<file path="config.mk">
export PLATFORM = sky130hd
export DESIGN_NAME = fetch_unit
export DESIGN_NICKNAME = d
export VERILOG_FILES = /design/src/rtl/package_param.sv /design/src/rtl/pc_reg.sv /design/src/rtl/fetch_unit.sv
export SDC_FILE = /design/constraint.sdc
export NUM_CORES = 1
export LEC_CHECK = 0
export BUFFER_PORTS_ARGS = -buffer_cell sky130_fd_sc_hd__clkbuf_2
export CAP_MARGIN = 10
export CORE_ASPECT_RATIO = 1.5
export CORE_UTILIZATION = 36
export CTS_CLUSTER_DIAMETER = 50
export DETAILED_ROUTE_END_ITERATION = 10
export HOLD_SLACK_MARGIN = 0.1
export PLACE_DENSITY = 0.74
export SLEW_MARGIN = 20
export SYNTH_ARGS = -nofsm -noshare
export SYNTH_HDL_FRONTEND = slang
export SYNTH_SLANG_ARGS = --single-unit
</file>
<file path="constraint.sdc">
create_clock -name i_clk -period 2.25 [get_ports i_clk]
set_clock_uncertainty 0.05 [all_clocks]
set_input_delay 0.45 -clock i_clk [delete_from_list [all_inputs] [get_ports i_clk]]
set_output_delay 0.45 -clock i_clk [all_outputs]
set_load 0.02 [all_outputs]
</file>
<file path="src/rtl/package_param.sv">
// Fetch-stage shared definitions: FSM state encoding, reset PC, NOP word and RV32I major opcodes.
// Pure declarations; no timing or flow-control behaviour of its own.
package package_param;

  typedef enum logic [1:0] {
    F_REQ  = 2'd0,
    F_WAIT = 2'd1,
    F_HOLD = 2'd2,
    F_TRAP = 2'd3
  } fetch_state_t;

  localparam logic [31:0] RESET_VECTOR_DEF = 32'h0000_0000;
  localparam logic [31:0] NOP_INSTR        = 32'h0000_0013;  // addi x0, x0, 0

  localparam logic [6:0] OPC_LUI    = 7'b0110111;
  localparam logic [6:0] OPC_AUIPC  = 7'b0010111;
  localparam logic [6:0] OPC_JAL    = 7'b1101111;
  localparam logic [6:0] OPC_JALR   = 7'b1100111;
  localparam logic [6:0] OPC_BRANCH = 7'b1100011;
  localparam logic [6:0] OPC_LOAD   = 7'b0000011;
  localparam logic [6:0] OPC_STORE  = 7'b0100011;
  localparam logic [6:0] OPC_OP_IMM = 7'b0010011;
  localparam logic [6:0] OPC_OP     = 7'b0110011;
  localparam logic [6:0] OPC_SYSTEM = 7'b1110011;

  function automatic logic misaligned(input logic [31:0] addr);
    return addr[1:0] != 2'b00;
  endfunction

endpackage

</file>
<file path="src/rtl/pc_reg.sv">
// Program counter register with its +4 incrementer; loads next_pc when load is high.
// One-cycle update; the fetch FSM decides when load may fire.
module pc_reg
  import package_param::*;
#(
  parameter logic [31:0] RESET_VECTOR = RESET_VECTOR_DEF
) (
  input  logic        clk,
  input  logic        reset,
  input  logic        load,
  input  logic [31:0] next_pc,
  output logic [31:0] pc,
  output logic [31:0] pc_four
);

  always_ff @(posedge clk) begin
    if (reset) begin
      pc <= RESET_VECTOR;
    end else if (load) begin
      pc <= next_pc;
    end
  end

  // 32-bit add wraps naturally: 32'hFFFF_FFFC + 4 = 0
  assign pc_four = pc + 32'd4;

endmodule

</file>
<file path="src/rtl/fetch_unit.sv">
// Instruction fetch: one outstanding imem request, instruction held until consumed (2 cycles min per instr).
// i_stall holds the current instruction in F_HOLD; a misaligned redirect traps until reset.
module fetch_unit
  import package_param::*;
#(
  parameter logic [31:0] RESET_VECTOR = RESET_VECTOR_DEF
) (
  input  logic        i_clk,
  input  logic        i_reset,
  input  logic        i_pc_sel,
  input  logic [31:0] i_alu_data,
  input  logic        i_stall,
  output logic        o_imem_req,
  output logic [31:0] o_imem_addr,
  input  logic        i_imem_gnt,
  input  logic        i_imem_rvalid,
  input  logic [31:0] i_imem_rdata,
  output logic [31:0] o_pc,
  output logic [31:0] o_pc_four,
  output logic [31:0] o_instr,
  output logic        o_instr_vld,
  output logic        o_misalign
);

  fetch_state_t state;
  logic [31:0]  pc;
  logic [31:0]  pc_four;
  logic [31:0]  next_pc;
  logic         consume;
  logic         bad_redirect;
  logic         pc_load;

  // o_instr_vld is only ever high in F_HOLD, so it doubles as the hold-state qualifier
  assign consume      = o_instr_vld & ~i_stall;
  assign bad_redirect = i_pc_sel & misaligned(i_alu_data);
  assign pc_load      = consume & ~bad_redirect;
  assign next_pc      = i_pc_sel ? i_alu_data : pc_four;

  pc_reg #(
    .RESET_VECTOR(RESET_VECTOR)
  ) u_pc_reg (
    .clk     (i_clk),
    .reset   (i_reset),
    .load    (pc_load),
    .next_pc (next_pc),
    .pc      (pc),
    .pc_four (pc_four)
  );

  always_ff @(posedge i_clk) begin
    if (i_reset) begin
      state       <= F_REQ;
      o_instr     <= NOP_INSTR;
      o_instr_vld <= 1'b0;
      o_misalign  <= 1'b0;
    end else begin
      case (state)
        F_REQ: begin
          if (i_imem_gnt) begin
            if (i_imem_rvalid) begin
              o_instr     <= i_imem_rdata;
              o_instr_vld <= 1'b1;
              state       <= F_HOLD;
            end else begin
              state <= F_WAIT;
            end
          end
        end
        F_WAIT: begin
          if (i_imem_rvalid) begin
            o_instr     <= i_imem_rdata;
            o_instr_vld <= 1'b1;
            state       <= F_HOLD;
          end
        end
        F_HOLD: begin
          if (consume) begin
            o_instr_vld <= 1'b0;
            if (bad_redirect) begin
              o_misalign <= 1'b1;
              state      <= F_TRAP;
            end else begin
              state <= F_REQ;
            end
          end
        end
        F_TRAP: begin
          state <= F_TRAP;
        end
        default: begin
          state <= F_TRAP;
        end
      endcase
    end
  end

  assign o_imem_req  = (state == F_REQ);
  assign o_imem_addr = pc;
  assign o_pc        = pc;
  assign o_pc_four   = pc_four;

endmodule

</file>
==> run summary, run 1 <==
Antenna violations before repair - 0
Synth cell count leaders - nand2_1, dfxtp_1, a21oi_1, buf_4, nor2_1
Leakage - 2.94 nW
Post-synthesis sequential area ratio - 0.392
Gr usage total - 0.246
Skew-Pair Late Insertion Delay - 330 ps
CP max FO - 4
Status - finished, violations left
Fill count - 753
Crit path cell chain - ha_4, nand3_4, or2_4, or4_4, xnor2_4, buf_8
CP bufs+invs - 1
Routed wl met3 - 830 um
PD cells - 559 nW/um^2
Final worst slack - -220 ps
DIE HEIGHT - 122 um
Avg WL per Cell - 16.5 um
Failing checks - setup timing
Core box area - 9310 sq um
Async set-reset flop share out of synthesis - 0
Tmin final - 2470 ps
Critical Path RT - 1750 ps
Ranking of synthesized cells by area - dfxtp_1, nand2_1, buf_4
Total count of hold-check failures in the final report - 0
CTS tree - yes
Worst Tran Pin Value - 678 ps
Count of different cell masters after synthesis - 48
Post-DP Area - 4780 sq um
TritonCTS Sinks - 68
Dpl ws - 16.2 ps
Uppermost routed layer - met4
Total CTS buffers - 9
Area growth from synthesis to layout - 71.3%
Post-synth top area cell - dfxtp_1
Critical path's largest stage delay - 460 ps
Final Slew Violations - 0
Critical path endpoint category - primary output
CTS root buffer - clkbuf_16
Worst slew margin - 0.548
Die Width - 82.2 um
Die area - 10,100 sq um
# H-tree levels - 3
IO buf count - 200
Max frequency - 0.405 GHz
Router iterations before antenna repair - 5
Layout cell share with drive strength beyond 1 - 0.546
Vias/cell - 5.36
Cells after Synth - 429
Synth top area share - 0.392
Cell Rows - 43
Fin crit share - 1.10
DP Wirelength - 8880 um
Post-synth EDFFs - 0
Detailed-route via count - 4,189
Ant. Diodes - 0
DRT iter0 DRCs - 229
Design area - 5950 sq um
CP delay by family, top - simple AND/OR/NAND/NOR gates
Clock slew at reported path FFs - 60 ps
RSZ-0062 raised after global routing - true
M1 wire length - 4870 um
Critical Path AT - 1970 ps
# setup viols final - 19
Most common cell in the netlist - nand2_1
HP Class - in -> reg
CTS Hold Bufs - 0
DR DRC count - 0
CP max stage cell - or4_4
Vias in the first global route - 3,944
Net Count, Synth - 500
Total power - 0.00333 W
Crit path kind - reg -> out
Initial Util - 0.373
Maximum vdd ir drop - 0.000824 V
Yosys reg bits - 68
Largest net degree at the start of global routing - 34
Max-cap viol count - 0
Fin nets - 736
Met2 wire len - 6850 um
Detail Route Antenna Nets - 0
Final GP Congestion - 0.859
Synth Cell Area - 3480 sq um
Setup TNS - -2150 ps
Avg Cell Area, Syn - 8.10 sq um
Post-synth top flop - dfxtp_1
Final WL - 12,900 um
Io pins - 201
Yosys Warn Count - 0
Critical Path Start Type - flop
Clock Path Buffers - 2
GRT overflow - 0
First-pass GRT wire length - 18,800 um
final timing paths:
path	start	end	slack [ps]	cells past startpoint
worst min register to register	o_instr[7]	o_instr[7]	400	2
worst max-delay path	u_pc_reg.pc[3]	o_pc_four[28]	-220	6
worst min-delay path	i_imem_rdata[21]	o_instr[21]	280	3
worst max register to register	u_pc_reg.pc[3]	u_pc_reg.pc[24]	210	11
tightest hold or removal path, cell delays in order:
cell and delay (ps):
clkbuf_2 80, nand2_1 40, a21oi_1 50
what timing repair did:
action	4_1_cts	5_1_grt
endpoints found under the hold margin	0	0
setup buffers	19	14
gates resized for setup	89	49
pin swaps	17	24
endpoints found under the setup margin	20	24
metrics by stage:
step	utilization	hold WS [ps]	std cells
after floorplan	-	452	429
after global placement	0.513	392	735
after detailed placement	0.513	397	735
after CTS	0.609	280	770
after global routing	0.640	286	782
final	0.640	284	782
power breakdown:
part	leakage (nW)	total (W)	switching, W	internal, W
Sequential	0.560	0.00128	0.0000324	0.00125
Combinational	2.21	0.000408	0.000247	0.000160
Clock	0.166	0.00164	0.000550	0.00109
Total	2.94	0.00333	0.000830	0.00250
cells by family after synthesis:
group,after synthesis,share of synthesized area
and+or+nand+nor,176,0.251
AOI/OAI and AO/OA,95,0.176
adders and majority gates,1,0.00360
buffers and inverters,61,0.105
DFF,68,0.392
xor gates and xnor gates,28,0.0727
layer usage:
layer	track usage	up-vias
met5	0	-
met4	0.110	0
met3	0.0602	36
met2	0.433	210
met1	0.273	1996
li1	-	1947
final cells by class:
type / count / area [sq um] / share of cell area
repair buffers: 282 / 1850 / 0.311
well taps: 112 / 140 / 0.0235
flip-flops and latches: 68 / 1380 / 0.232
clock buffers: 9 / 225 / 0.0378
clock inverters: 7 / 124 / 0.0208
multi-input cells: 300 / 2220 / 0.372
inverters: 4 / 15.0 / 0.00252
placed cells by master, fill, tap and decap left out, types with 11 or more instances in the layout:
cell type  instances
dfxtp_1           54
buf_4             76
clkbuf_2         177
a21oi_1           41
and3_1            11
buf_6             11
nand2_1           77
nor2_1            26
dfxtp_2           12
o2bb2ai_1         13
Note: power is estimated with default switching activity, not from simulation.
==> run 2: changes to the inputs <==
--- a/config.mk
+++ b/config.mk
@@ -13,5 +13,5 @@
 export DETAILED_ROUTE_END_ITERATION = 10
 export HOLD_SLACK_MARGIN = 0.1
-export PLACE_DENSITY = 0.74
+export PLACE_DENSITY = 0.72
 export SLEW_MARGIN = 20
 export SYNTH_ARGS = -nofsm -noshare
==> constraint.sdc (replaced) <==
create_clock -name i_clk -period 2.85 [get_ports i_clk]
set_clock_uncertainty 0.05 [all_clocks]
set_input_delay 0.57 -clock i_clk [delete_from_list [all_inputs] [get_ports i_clk]]
set_output_delay 0.57 -clock i_clk [all_outputs]
set_load 0.01 [all_outputs]
==> run 2 against run 1 <==
Against the previous run:
- the flow now finishes without violations
- non-clock buffer count shrank 64
- die area stayed put
- sequential power fell by 21%
- cell count decreased by 8.3%
- global-route usage down 2.6 points
- wire length shrank 15%
==> run summary, run 2 (synthesis gave the netlist of run 1 again) <==
Critical path endpoint category - primary output
Detailed-route via count - 3,758
Die area - 10,100 sq um
DIE HEIGHT - 122 um
Critical Path AT - 2150 ps
Detail Route Antenna Nets - 0
Avg WL per Cell - 15.3 um
DR DRC count - 0
Crit path cell chain - ha_2, nand3_2, or2_4, or4_4, xnor2_2, clkbuf_2
Total power - 0.00241 W
DRT iter0 DRCs - 222
RR Startpoint - u_pc_reg.pc[2]
Fin crit share - 0.972
Layout cell share with drive strength beyond 1 - 0.421
Clock Path Buffers - 2
Setup TNS - 0 ps
Origin of the worst setup path - u_pc_reg.pc[2]
Post-DP Area - 4400 sq um
Core box area - 9310 sq um
Register area - 1370 sq um
Worst slew margin - 0.551
Fin nets - 672
DP Wirelength - 8520 um
PD cells - 508 nW/um^2
Io pins - 201
Largest net degree at the start of global routing - 34
Critical path's largest stage delay - 520 ps
TritonCTS Sinks - 68
Status - finished, final reports clean
CP max stage cell - or4_4
Crit path kind - reg -> out
GRT overflow - 0
CP delay by family, top - simple AND/OR/NAND/NOR gates
HP Class - reg -> reg
Design area - 4750 sq um
# H-tree levels - 3
Max-cap viol count - 0
Final GP Congestion - 0.886
Antenna violations before repair - 0
CP max FO - 5
Die Width - 82.2 um
Clock slew at reported path FFs - 50 ps
CTS Hold Bufs - 0
Gr usage total - 0.220
Router iterations before antenna repair - 4
Maximum vdd ir drop - 0.000332 V
Worst Tran Pin Value - 674 ps
Hold wc startpoint - o_instr[24]
Vias in the first global route - 3,562
Tmin final - 2770 ps
Max frequency - 0.361 GHz
Fill count - 924
Most frequent cells in the layout - clkbuf_2, nand2_1, dfxtp_1
Cell Rows - 43
Ant. Diodes - 0
Vias/cell - 5.24
Critical Path Start Type - flop
Area growth from synthesis to layout - 36.6%
First-pass GRT wire length - 16,700 um
Critical Path RT - 2230 ps
Leakage - 2.31 nW
Commonest non-fill, non-tap cell in the layout - clkbuf_2
# setup viols final - 0
Total CTS buffers - 9
Skew-Pair Late Insertion Delay - 330 ps
RSZ-0062 raised after global routing - true
Total count of hold-check failures in the final report - 0
CTS tree - yes
IO buf count - 200
Initial Util - 0.373
Area of the multi-input gates - 1780 sq um
CP bufs+invs - 1
Final Slew Violations - 0
CTS root buffer - clkbuf_16
Final WL - 11,000 um
==> run 2: routing by layer <==
| layer | GRT usage | routed length [um] | vias to the layer above |
|---|---|---|---|
| li1 | - | - | 1825 |
| met1 | 0.224 | 4080 | 1744 |
| met2 | 0.387 | 5640 | 168 |
| met3 | 0.0662 | 895 | 21 |
| met4 | 0.126 | 357 | 0 |
| met5 | 0 | 0 | - |
==> run 2: layout make-up <==
class                           count  area share
Tap cell                          112      0.0295
Sequential cell                    68       0.288
Inverter                            4     0.00316
Clock inverter                      1     0.00632
Clock buffer                       14      0.0577
Timing Repair Buffer              218       0.239
Multi-Input combinational cell    300       0.376
==> run 2: path summary, 6_finish.rpt <==
path                     end  slack, ps  depth (start not counted)
max            o_pc_four[28]         80                          6
min              o_instr[24]        400                          2
max reg2reg  u_pc_reg.pc[28]        910                          6
min reg2reg      o_instr[24]        400                          2
==> run 2: what timing repair did <==
| action | 4_1_cts | 5_1_grt |
|---|---|---|
| cloned | 0 | 0 |
| endpoints found under the setup margin | 3 | 8 |
| buffers inserted | 1 | 0 |
| pin swaps | 1 | 1 |
| resized for setup | 4 | 12 |
| hold endpoints to repair | 0 | 0 |
==> run 2: worst reg2reg max path: stages (launching register included) <==
cell and delay [ps]:
dfxtp_1 350, ha_2 230, nand3_2 110, or2_4 290, or4_4 520, xnor2_2 160
o2bb2ai_1 130
==> run 2: stage by stage <==
| stage | instances | setup WS [ps] | util | hold slack [ps] |
|---|---|---|---|---|
| 6_report | 717 | 80.3 | 0.510 | 403 |
| 4_1_cts | 717 | 13.8 | 0.508 | 396 |
| 3_3_place_gp | 701 | 372 | 0.473 | 392 |
| 5_1_grt | 717 | -33.8 | 0.510 | 411 |
| 2_1_floorplan | 429 | 255 | - | 431 |
| 3_5_place_dp | 701 | 307 | 0.473 | 396 |
==> run 2: power breakdown <==
part	total, W	switching, W	internal, W
Sequential	0.00101	0.0000252	0.000989
Clock	0.00114	0.000392	0.000745
Combinational	0.000259	0.000150	0.000109
Total	0.00241	0.000568	0.00184
==> run 3: changes to the inputs <==
Settings changed: CELL_PAD_IN_SITES_DETAIL_PLACEMENT from default to 0, CELL_PAD_IN_SITES_GLOBAL_PLACEMENT from default to 1, CORE_UTILIZATION 36 to 33, PLACE_DENSITY 0.72 to 0.92.
==> run 3 against run 2 <==
Against the previous run:
- first-iteration DRC count fell by 37%
- cell count up 4.9%
- worst hold slack worse by 11 ps
- critical path type unchanged
- highest routed layer unchanged
- wire length increased by 4.2%
==> run summary, run 3 (synthesis gave the netlist of run 1 again) <==
TritonCTS Sinks - 68
Commonest non-fill, non-tap cell in the layout - clkbuf_2
Critical Path RT - 2230 ps
Die Width - 85.8 um
Worst slew margin - 0.546
Status - finished, final reports clean
RSZ-0062 raised after global routing - true
Placed cell count - 735
Fin nets - 677
Fill count - 1,046
Design area - 4850 sq um
Crit path kind - reg -> out
Clock Path Buffers - 2
Fin crit share - 0.969
# setup viols final - 0
Io pins - 201
Area growth from synthesis to layout - 39.4%
Vias in the first global route - 3,524
DRT iter0 DRCs - 139
Avg WL per Cell - 15.2 um
Origin of the worst setup path - u_pc_reg.pc[13]
Busiest layer in global routing - met2
PD cells - 512 nW/um^2
Detailed-route via count - 3,772
Leakage - 2.34 nW
Total CTS buffers - 9
CTS root buffer - clkbuf_16
Core box area - 10,200 sq um
Detail Route Antenna Nets - 0
Total count of hold-check failures in the final report - 0
Final Slew Violations - 0
Setup TNS - 0 ps
Antenna violations before repair - 0
Final WL - 11,400 um
Ant. Diodes - 0
Cell Rows - 45
RR Startpoint - u_pc_reg.pc[13]
Router iterations before antenna repair - 4
GRT overflow - 0
Final core occ - 0.476
HP Class - in -> reg
Max-cap viol count - 0
Layout cell share with drive strength beyond 1 - 0.424
Non-Filler Instances - 752
DIE HEIGHT - 128 um
IO buf count - 200
Met3 track demand over resource - 0.0470
Clock slew at reported path FFs - 60 ps
Critical path endpoint category - primary output
Max frequency - 0.362 GHz
Vias/cell - 5.02
Post-DP Area - 4470 sq um
Critical Path Start Type - flop
Skew-Pair Late Insertion Delay - 330 ps
Die area - 11,000 sq um
DP Wirelength - 8840 um
Initial Util - 0.341
DR DRC count - 0
Critical Path AT - 2140 ps
Maximum vdd ir drop - 0.000395 V
First-pass GRT wire length - 17,500 um
CTS tree - yes
CTS Hold Bufs - 0
Final GP Congestion - 0.868
Largest net degree at the start of global routing - 37
Gr usage total - 0.208
Grt met1 use - 0.221
Final Hold Slack - 392 ps
Hold wc startpoint - i_alu_data[20]
Worst Tran Pin Value - 681 ps
Most frequent cells in the layout - clkbuf_2, nand2_1, dfxtp_1
# H-tree levels - 3
CP max FO - 10
GR Layer Usage met2 - 0.376
Tmin final - 2760 ps
-- run 3: critical path: stages (launching register included) --
cell and delay (ps):
dfxtp_1 490, nand3_1 260, nor4_4 220, buf_6 190, nand4b_1 230, xnor2_2 250, clkbuf_2 160
-- run 3: report_power, final --
part	switching (W)	internal (W)	total, W
combinational	0.000151	0.000110	0.000261
clock	0.000416	0.000789	0.00120
sequential	0.0000260	0.000989	0.00101
total	0.000592	0.00189	0.00248
-- run 3: final cells by class --
cell class	count	area [sq um]	share of cell area
Clock buffer	10	239	0.0493
Clock inverter	6	87.6	0.0181
Inverter	4	15.0	0.00310
Multi-Input combinational cell	300	1790	0.368
Sequential cell	68	1370	0.282
Tap cell	141	176	0.0364
Timing Repair Buffer	223	1180	0.243
-- run 3: final timing paths --
kind / slack [ps] / cells past startpoint / end
worst min-delay path: 390 / 3 / u_pc_reg.pc[20]
worst max register to register: 810 / 7 / u_pc_reg.pc[31]
worst min register to register: 410 / 2 / o_instr[23]
worst max-delay path: 90 / 6 / o_pc_four[31]
-- run 3: metrics by stage --
stage | worst slack, ps | power, W
3_3_place_gp | 373 | 0.00129
2_1_floorplan | 255 | 0.00117
6_report | 88.1 | 0.00248
4_1_cts | 8.98 | 0.00252
5_1_grt | -21.3 | 0.00258
3_5_place_dp | 341 | 0.00130
-- run 3: layer usage --
metal | vias to the layer above | share of wire
met5 | - | 0
met4 | 0 | 0.039
met3 | 29 | 0.058
met2 | 168 | 0.52
met1 | 1744 | 0.38
li1 | 1831 | -
-- run 3: what timing repair did --
action / in CTS / in global routing
endpoints found under the setup margin: 2 / 9
pin swaps: 0 / 2
setup buffers: 0 / 1
gates resized for setup: 2 / 10
